===== config.mk =====
export PLATFORM = sky130hd
export DESIGN_NAME = uart_tx_fifo
export DESIGN_NICKNAME = d
export VERILOG_FILES = /design/src/rtl/uart_pkg.sv /design/src/rtl/uart_fifo_mem.sv /design/src/rtl/uart_tx_fifo.sv
export SDC_FILE = /design/constraint.sdc
export NUM_CORES = 1
export LEC_CHECK = 0
export CAP_MARGIN = 0
export CORE_UTILIZATION = 37
export DETAILED_ROUTE_END_ITERATION = 8
export GPL_TIMING_DRIVEN = 0
export PLACE_DENSITY = 0.58
export SETUP_SLACK_MARGIN = 0.05
export SLEW_MARGIN = 25
export SYNTH_ARGS = -nofsm -noshare
export SYNTH_HDL_FRONTEND = slang
export SYNTH_HIERARCHICAL = 1
export SYNTH_SLANG_ARGS = --single-unit

===== constraint.sdc =====
create_clock -name clk -period 4.14 [get_ports clk]
set_input_delay 0.414 -clock clk [delete_from_list [all_inputs] [get_ports clk]]
set_output_delay 0.414 -clock clk [all_outputs]
set_load 0.005 [all_outputs]

===== src/rtl/uart_pkg.sv =====
// Shared definitions for the UART transmit FIFO.
// Contents:
//   DEFAULT_DEPTH  - default number of FIFO entries
//   DEFAULT_DATA_W - default byte width
//   tx_state_e     - transmit sequencer state encoding
//   lvl_w()        - width needed to hold a level of 0..depth
package uart_pkg;

  localparam int DEFAULT_DEPTH  = 8;
  localparam int DEFAULT_DATA_W = 8;

  typedef enum logic [1:0] {
    ST_IDLE    = 2'd0,
    ST_SEND    = 2'd1,
    ST_RELEASE = 2'd2
  } tx_state_e;

  function automatic int lvl_w(input int depth);
    return $clog2(depth) + 1;
  endfunction

endpackage


===== src/rtl/uart_fifo_mem.sv =====
// Storage array for the UART transmit FIFO.
// Synchronous write, combinational read; no reset on the array since
// every location is written before it can be read.
// Ports:
//   clk     - clock
//   wr_en   - write wr_data to wr_addr on this edge
//   wr_addr - write location
//   wr_data - byte to store
//   rd_addr - read location
//   rd_data - byte at rd_addr (combinational)
module uart_fifo_mem #(
  parameter int DEPTH  = 8,
  parameter int DATA_W = 8,
  parameter int AW     = 3
) (
  input  logic              clk,
  input  logic              wr_en,
  input  logic [AW-1:0]     wr_addr,
  input  logic [DATA_W-1:0] wr_data,
  input  logic [AW-1:0]     rd_addr,
  output logic [DATA_W-1:0] rd_data
);

  logic [DATA_W-1:0] mem [DEPTH];

  always_ff @(posedge clk) begin
    if (wr_en) begin
      mem[wr_addr] <= wr_data;
    end
  end

  assign rd_data = mem[rd_addr];

endmodule


===== src/rtl/uart_tx_fifo.sv =====
// Byte FIFO feeding a UART transmitter through a send/sent handshake.
// The head byte stays in the FIFO (and in level) while it is being sent
// and is popped only when the transmitter reports completion.
// Ports:
//   clk, rst  - clock, synchronous active-high reset
//   wr_en     - push wr_data (dropped when full, which sets overflow)
//   wr_data   - byte to queue
//   flush     - discard queued bytes except the one in flight
//   enable    - allow new transmissions to start
//   clr_ovf   - clear the sticky overflow flag
//   tx_sent   - completion flag from the transmitter (rising edge = done)
//   tx_send   - start request to the transmitter
//   tx_data   - byte presented to the transmitter, stable during SEND
//   full      - level == DEPTH
//   empty     - level == 0
//   level     - queued bytes, including the one in flight
//   overflow  - sticky: a write was dropped
//   busy      - sequencer not idle
//
// state   | meaning
// IDLE    | waiting for enable and a queued byte
// SEND    | tx_send high, waiting for the rising edge of tx_sent
// RELEASE | byte popped, waiting for tx_sent to return low
module uart_tx_fifo
  import uart_pkg::*;
#(
  parameter int DEPTH  = DEFAULT_DEPTH,
  parameter int DATA_W = DEFAULT_DATA_W
) (
  input  logic                     clk,
  input  logic                     rst,
  input  logic                     wr_en,
  input  logic [DATA_W-1:0]        wr_data,
  input  logic                     flush,
  input  logic                     enable,
  input  logic                     clr_ovf,
  input  logic                     tx_sent,
  output logic                     tx_send,
  output logic [DATA_W-1:0]        tx_data,
  output logic                     full,
  output logic                     empty,
  output logic [lvl_w(DEPTH)-1:0]  level,
  output logic                     overflow,
  output logic                     busy
);

  localparam int AW = (DEPTH > 1) ? $clog2(DEPTH) : 1;
  localparam int LW = lvl_w(DEPTH);

  tx_state_e         state, state_nx;
  logic [AW-1:0]     wr_ptr, rd_ptr, rd_ptr_nx;
  logic [LW-1:0]     level_q;
  logic [DATA_W-1:0] head;
  logic              tx_sent_q;
  logic              done_edge;
  logic              push, pop, start, keep_head;

  assign full      = (level_q == LW'(DEPTH));
  assign empty     = (level_q == '0);
  assign level     = level_q;
  assign busy      = (state != ST_IDLE);
  assign done_edge = tx_sent & ~tx_sent_q;

  // A write in the flush cycle is discarded, so it never reaches the array.
  assign push = wr_en & ~full & ~flush;

  always_comb begin
    state_nx = state;
    tx_send  = 1'b0;
    pop      = 1'b0;
    start    = 1'b0;
    case (state)
      ST_IDLE: begin
        if (enable && !empty && !flush) begin
          start    = 1'b1;
          state_nx = ST_SEND;
        end
      end
      ST_SEND: begin
        tx_send = 1'b1;
        if (done_edge) begin
          pop      = 1'b1;
          state_nx = ST_RELEASE;
        end
      end
      ST_RELEASE: begin
        if (!tx_sent) begin
          state_nx = ST_IDLE;
        end
      end
      default: state_nx = ST_IDLE;
    endcase
  end

  assign rd_ptr_nx = pop ? rd_ptr + AW'(1) : rd_ptr;
  // During SEND the head byte is in flight and survives a flush unless it
  // completes in that same cycle.
  assign keep_head = (state == ST_SEND) && !pop;

  always_ff @(posedge clk) begin
    if (rst) begin
      state     <= ST_IDLE;
      wr_ptr    <= '0;
      rd_ptr    <= '0;
      level_q   <= '0;
      overflow  <= 1'b0;
      tx_data   <= '0;
      tx_sent_q <= 1'b0;
    end else begin
      state     <= state_nx;
      tx_sent_q <= tx_sent;

      if (start) begin
        tx_data <= head;
      end

      rd_ptr <= rd_ptr_nx;
      if (flush) begin
        wr_ptr  <= rd_ptr_nx + (keep_head ? AW'(1) : AW'(0));
        level_q <= keep_head ? LW'(1) : LW'(0);
      end else begin
        if (push) begin
          wr_ptr <= wr_ptr + AW'(1);
        end
        case ({push, pop})
          2'b10:   level_q <= level_q + LW'(1);
          2'b01:   level_q <= level_q - LW'(1);
          default: level_q <= level_q;
        endcase
      end

      // Set has priority over clear.
      if (wr_en && full) begin
        overflow <= 1'b1;
      end else if (clr_ovf) begin
        overflow <= 1'b0;
      end
    end
  end

  uart_fifo_mem #(
    .DEPTH  (DEPTH),
    .DATA_W (DATA_W),
    .AW     (AW)
  ) u_mem (
    .clk     (clk),
    .wr_en   (push),
    .wr_addr (wr_ptr),
    .wr_data (wr_data),
    .rd_addr (rd_ptr),
    .rd_data (head)
  );

endmodule


---- Word level (Yosys, flattened, before mapping) ----
Memory sizes are Yosys's and may differ from the RTL's. A register that Yosys moved wholly into a read port is not among the register bits.
Index checks and enable logic that the tools add are counted.
cells by class
  eq/ne operators ......................... 8
  bitwise gates (word level) .............. 6
  add/subtract/negate cells ............... 5
  mux-type cells .......................... 20
  reductions and logical operators ........ 14
operator list
  cell                                                                    count
  1-bit two-way mux                                                       11
  3-bit two-way mux                                                       3
  4-bit case mux with 2 select lines                                      1
  3-bit by 1-bit adder with 3-bit output (second input constant)          2
  2-bit two-way mux                                                       3
  2-bit != test (second input constant)                                   3
  2-bit case mux with 3 select lines                                      1
  2-bit nonzero test                                                      3
  4-bit by 1-bit adder with 4-bit output (second input constant)          1
  2-bit by 1-bit equality test with 1-bit output (second input constant)  2
  2-bit equality test (second input constant)                             2
  4-bit equality test (second input constant)                             1
  1-bit logical AND                                                       4
  4-bit zero test                                                         1
  4-bit two-way mux                                                       1
  4-bit by 1-bit subtractor with 4-bit output (second input constant)     1
  3-bit by 1-bit adder with 3-bit output                                  1
  1-bit AND                                                               3
  1-bit zero test                                                         3
  1-bit inverter                                                          3
  3-bit AND reduction                                                     1
  3-bit nonzero test                                                      1
  2-bit zero test                                                         1
storage, ports and cells
  memories kept ........................... 1
  RAM bits ................................ 64
  output and inout port bits .............. 17
  logic and storage cells ................. 60
  input bits .............................. 15
  bits in registers ....................... 14
memory list
  name       depth  width  rd ports  clocked after memory_dff  wr ports  line                 source
  u_mem.mem  8      8      1         1                         1         uart_fifo_mem.sv:24  logic [DATA_W-1:0] mem [DEPTH];

---- Longest topological paths before layout ----
  depth after elaboration ................. 9
  depth in mapped cells ................... 8
  mapped depth without buffers ............ 7

---- By module ----
The synthesis kept the hierarchy.
by module, submodules not included
  module         instances  area an instance (sq um)  seq. area each (sq um)  cells an instance
  uart_fifo_mem  1          2531.2                    1921.8                  106
  uart_tx_fifo   1          1167.4                    440.4                   123

---- Least setup slack after synthesis ----
OpenSTA, ideal clock, no wires.
  kind .................................... reg2reg
  start ................................... register level_q[1], in the netlist level[1]
  end ..................................... register level_q[3], in the netlist level[3]
  buffers on the path ..................... 1
  arrival ................................. 2.044 ns
  stages on the path, launching flop included .. 9
  slack ................................... 1.966 ns
  clock period less this slack ............ 2.174 ns
  setup time .............................. 0.130 ns
  data required time ...................... 4.010 ns
  cell sequence ........................... dfxtp_1 buf_6 or4b_4 a31oi_4 ha_1 a31oi_1 nor3_1 a32oi_1 nand4_1
between the ends
  cells in the longest elaborated chain, start to end .. 7
  elaborated cells between the ends (all ways) .. 11
  those cells by class .................... 2 x add/sub; 3 x eq/ne; 2 x mux; 3 x bitwise; 1 x reduce/logical
RTL lines
  item                                                                                   line                 source
  from (decl)                                                                            uart_tx_fifo.sv:52   logic [LW-1:0] level_q;
  from (signal assigned)                                                                 uart_tx_fifo.sv:120  level_q <= keep_head ? LW'(1) : LW'(0);
  from (signal assigned)                                                                 uart_tx_fifo.sv:126  2'b10: level_q <= level_q + LW'(1);
  from (signal assigned)                                                                 uart_tx_fifo.sv:127  2'b01: level_q <= level_q - LW'(1);
  4-bit equality test                                                                    uart_tx_fifo.sv:58   assign full = (level_q == LW'(DEPTH));
  1-bit inverter                                                                         uart_tx_fifo.sv:65   assign push = wr_en & ~full & ~flush;
  1-bit AND (2 in a row)                                                                 uart_tx_fifo.sv:65
  2-bit by 1-bit equality test with 1-bit output or 2-bit equality test (tied branches)  uart_tx_fifo.sv:125  case ({push, pop})
  4-bit case mux with 2 select lines                                                     uart_tx_fifo.sv:125
  4-bit two-way mux                                                                      uart_tx_fifo.sv:118  if (flush) begin
Several ways; a longest one is shown, not always the timed one.
A chain may end at the register's enable or synchronous reset.

---- Worst setup path in the final report ----
  start ................................... input port tx_sent
  end ..................................... register level_q[3], in the netlist level[3]
between the ends
  cells in the longest elaborated chain, start to end .. 6
  elaborated cells between the ends (all ways) .. 8
  those cells by class .................... 2 x eq/ne; 4 x mux; 1 x bitwise; 1 x reduce/logical
RTL lines
  item                                                                                   line                 source
  from (decl)                                                                            uart_tx_fifo.sv:37   input logic tx_sent,
  1-bit AND (*)                                                                          uart_tx_fifo.sv:62   assign done_edge = tx_sent & ~tx_sent_q;
  1-bit two-way mux (*)                                                                  uart_tx_fifo.sv:81   if (done_edge) begin
  1-bit two-way mux (*)                                                                  uart_tx_fifo.sv:72   case (state)
  2-bit by 1-bit equality test with 1-bit output or 2-bit equality test (tied branches)  uart_tx_fifo.sv:125
  4-bit case mux with 2 select lines                                                     uart_tx_fifo.sv:125
  4-bit two-way mux                                                                      uart_tx_fifo.sv:118
Every way passes the cells marked *; elsewhere a longest branch is shown, timed or not.

==> summary.md <==
| Metric | Value |
|---|---|
| Dpl cells | `393` |
| RSZ-0062 raised after global routing | `no` |
| Ranking of synthesized cells by area | `edfxtp_1 (52%), dfxtp_1 (12%), mux4_1 (11%), mux2_2 (2.4%), nor2_1 (2.3%)` |
| Reg area | `2362 sq um` |
| Clk Latency, worst-skew pair | `0.35 ns` |
| Startpoint types | `input pin` |
| Fin. Hold Viols | `0` |
| Leading cell type in the layout, fill and taps excluded | `edfxtp_1` |
| Starting Density | `0.3801` |
| Seq/Total Area, Yosys | `0.6387` |
| Slew margin rel. | `0.2966` |
| # setup viols final | `0` |
| Final Instance Count excl. Fillers | `409` |
| Final Skew | `0.01316 ns` |
| Yosys warning count | `6` |
| Post-synthesis register bit count | `86` |
| Tcrit/Tclk final | `0.5816` |
| Syn nets | `249` |
| Num ports | `32` |
| CTS Buffer Depth | `2` |
| Inserted Clock Buffers | `9` |
| Endpoint class of the critical path | `flip-flop` |
| Worst-Margin Slew | `1.051 ns` |
| H-tree depth | `3` |
| Global-route wire length before repair | `11300 microns` |
| Run status | `finished, final reports clean` |
| Initial DRC count | `37` |
| Setup TNS | `0 ns` |
| DR WL/cell | `17.71 microns` |
| CP max FO | `5` |
| Top cell type's share of synthesized area | `0.5196` |
| # diodes | `0` |
| Critical path type | `in -> reg` |
| Nets | `291` |
| Antenna violations before repair | `0` |
| Dpl hpwl | `4649 microns` |
| Final-layout fill cell count | `890` |
| Remaining DRCs | `0` |
| CORE AREA | `9729 sq um` |
| Total power | `1622 uW` |
| Synthesis-to-finish area growth | `18.71%` |
| GRT Util Overall | `0.1547` |
| Worst VDD drop | `208.0 uV` |
| Hold-fix buffers at CTS | `0` |
| Gpl congestion | `0.7246` |
| Area taken by multi-input logic gates | `1247 sq um` |
| Top FF cell, synth | `edfxtp_1` |
| Routed vias | `2061` |
| F_max | `415.3 MHz` |
| Synth Cell Area | `3699 sq um` |
| IO buf count | `31` |
| CTS root buf | `clkbuf_8` |
| Layout cells sized above 1 | `0.1522` |
| Worst path required time | `4.38 ns` |
| Post-DRT Antenna Nets | `0` |
| Max Transition Viols Final | `0` |
| Max Cap Viol | `0` |
| Post-synth cell types | `50` |
| Synth area leader | `edfxtp_1` |
| Reg clk slew, reported paths | `0.09 ns` |
| PostCTS Resize Cnt | `0` |
| Mean Syn Cell Area | `16.15 sq um` |
| Hold crit path type | `reg -> reg` |
| Most frequent cells in the layout | `edfxtp_1 (64), clkdlybuf4s50_1 (31), nor2_1 (23)` |
| Async set-or-reset flop fraction in the synthesized netlist | `0` |
| Post-Route WL | `7242 microns` |
| EDFF count, synth | `64` |
| Overflow after GRT | `0` |
| Die X | `102.0 microns` |
| Largest net degree at the start of global routing | `17` |
| Vias in the first global route | `2067` |
| PwrDens | `369.5 nW/um^2` |
| Die area | `10400 sq um` |
| Final worst path period need | `2.408 ns` |
| CTS tree | `done` |
| Post-CTS Setup Repair Bufs | `0` |
| Routed vias/inst | `5.039` |
| Worst EP arrival | `2.65 ns` |
| Row count | `36` |
| First drt pass iteration count | `4` |
| Leak | `0.001511 uW` |
| Post-synthesis cell count | `229` |
| Sink Count | `86` |
| Die height | `102.0 microns` |
==> registers in the layout (all words and copies together), names as in the netlist <==
| register | count |
|---|---|
| level | 4 |
| overflow | 1 |
| rd_ptr | 3 |
| state | 2 |
| tx_data | 8 |
| tx_sent_q | 1 |
| u_mem/mem | 64 |
| wr_ptr | 3 |
==> power breakdown <==
group / switching [uW] / leakage (uW) / internal [uW]
logic: 41.0 / 0.000649 / 39.0
registers: 7.00 / 0.000756 / 935
clock network: 313 / 0.000106 / 287
==> routing by layer <==
layer	share of wire	routed length, microns	vias to the layer above	track usage
met5	0	0	-	0
li1	-	-	985	-
met2	0.47	3426	38	0.2416
met4	0.025	178	0	0.08352
met1	0.48	3461	1025	0.2027
met3	0.024	175	13	0.03283
==> cell families (layout without fill, tap and decap cells) <==
group,Yosys count,count (layout),share of synthesized area
DFF,86,86,0.6387
and+or+nand+nor,63,63,0.09100
muxes,32,32,0.1587
AOI/OAI and AO/OA,21,21,0.04736
buffers and inverters,15,62,0.02673
xor gates and xnor gates,7,7,0.02064
adders and majority gates,5,5,0.01691
==> stage by stage <==
step / area (sq um) / util / setup WS, ns / hold slack, ns
floorplan: 3699 / - / 1.966 / 0.4736
global placement: 4175 / 0.4291 / 1.134 / 0.4786
detailed placement: 4185 / 0.4302 / 1.370 / 0.4825
CTS: 4390 / 0.4513 / 1.706 / 0.5028
global route: 4390 / 0.4513 / 1.635 / 0.5327
finish: 4390 / 0.4513 / 1.732 / 0.4994
==> worst paths after layout <==
path              start              end  slack, ns  cells past startpoint
max             tx_sent         level[3]       1.73                      8
min          tx_data[0]       tx_data[0]       0.50                      2
max reg2reg    level[0]  u_mem/mem[2][0]       1.81                      5
min reg2reg  tx_data[0]       tx_data[0]       0.50                      2
==> critical path, cell delays in order <==
cell and delay, ns:
clkdlybuf4s50_1 0.49, or4bb_4 0.60, a31oi_4 0.25, ha_1 0.31, a31oi_1 0.22, nor3_1 0.06, a32oi_1 0.20, nand4_1 0.09
==> cells in the mapped netlist (3+ instances only) <==
| cell | n |
|---|---|
| nand3_1 | 4 |
| xor2_1 | 4 |
| nand2_1 | 9 |
| ha_1 | 5 |
| edfxtp_1 | 64 |
| dfxtp_1 | 22 |
| nor2b_1 | 3 |
| nand2b_1 | 5 |
| a21oi_1 | 6 |
| inv_1 | 5 |
| mux2_2 | 8 |
| nand4_1 | 3 |
| mux2i_1 | 8 |
| nor2_1 | 23 |
| mux4_1 | 15 |
| nor3_1 | 4 |
==> final cells by class <==
cell class                      count  area share
Inverter                            6    0.006270
Sequential cell                    86      0.5380
Clock inverter                      7     0.01852
Timing Repair Buffer               31     0.07068
Buffer                              9     0.01624
Tap cell                          133     0.03790
Multi-Input combinational cell    128      0.2841
Clock buffer                        9     0.02821
(Power assumes the default switching activity.)
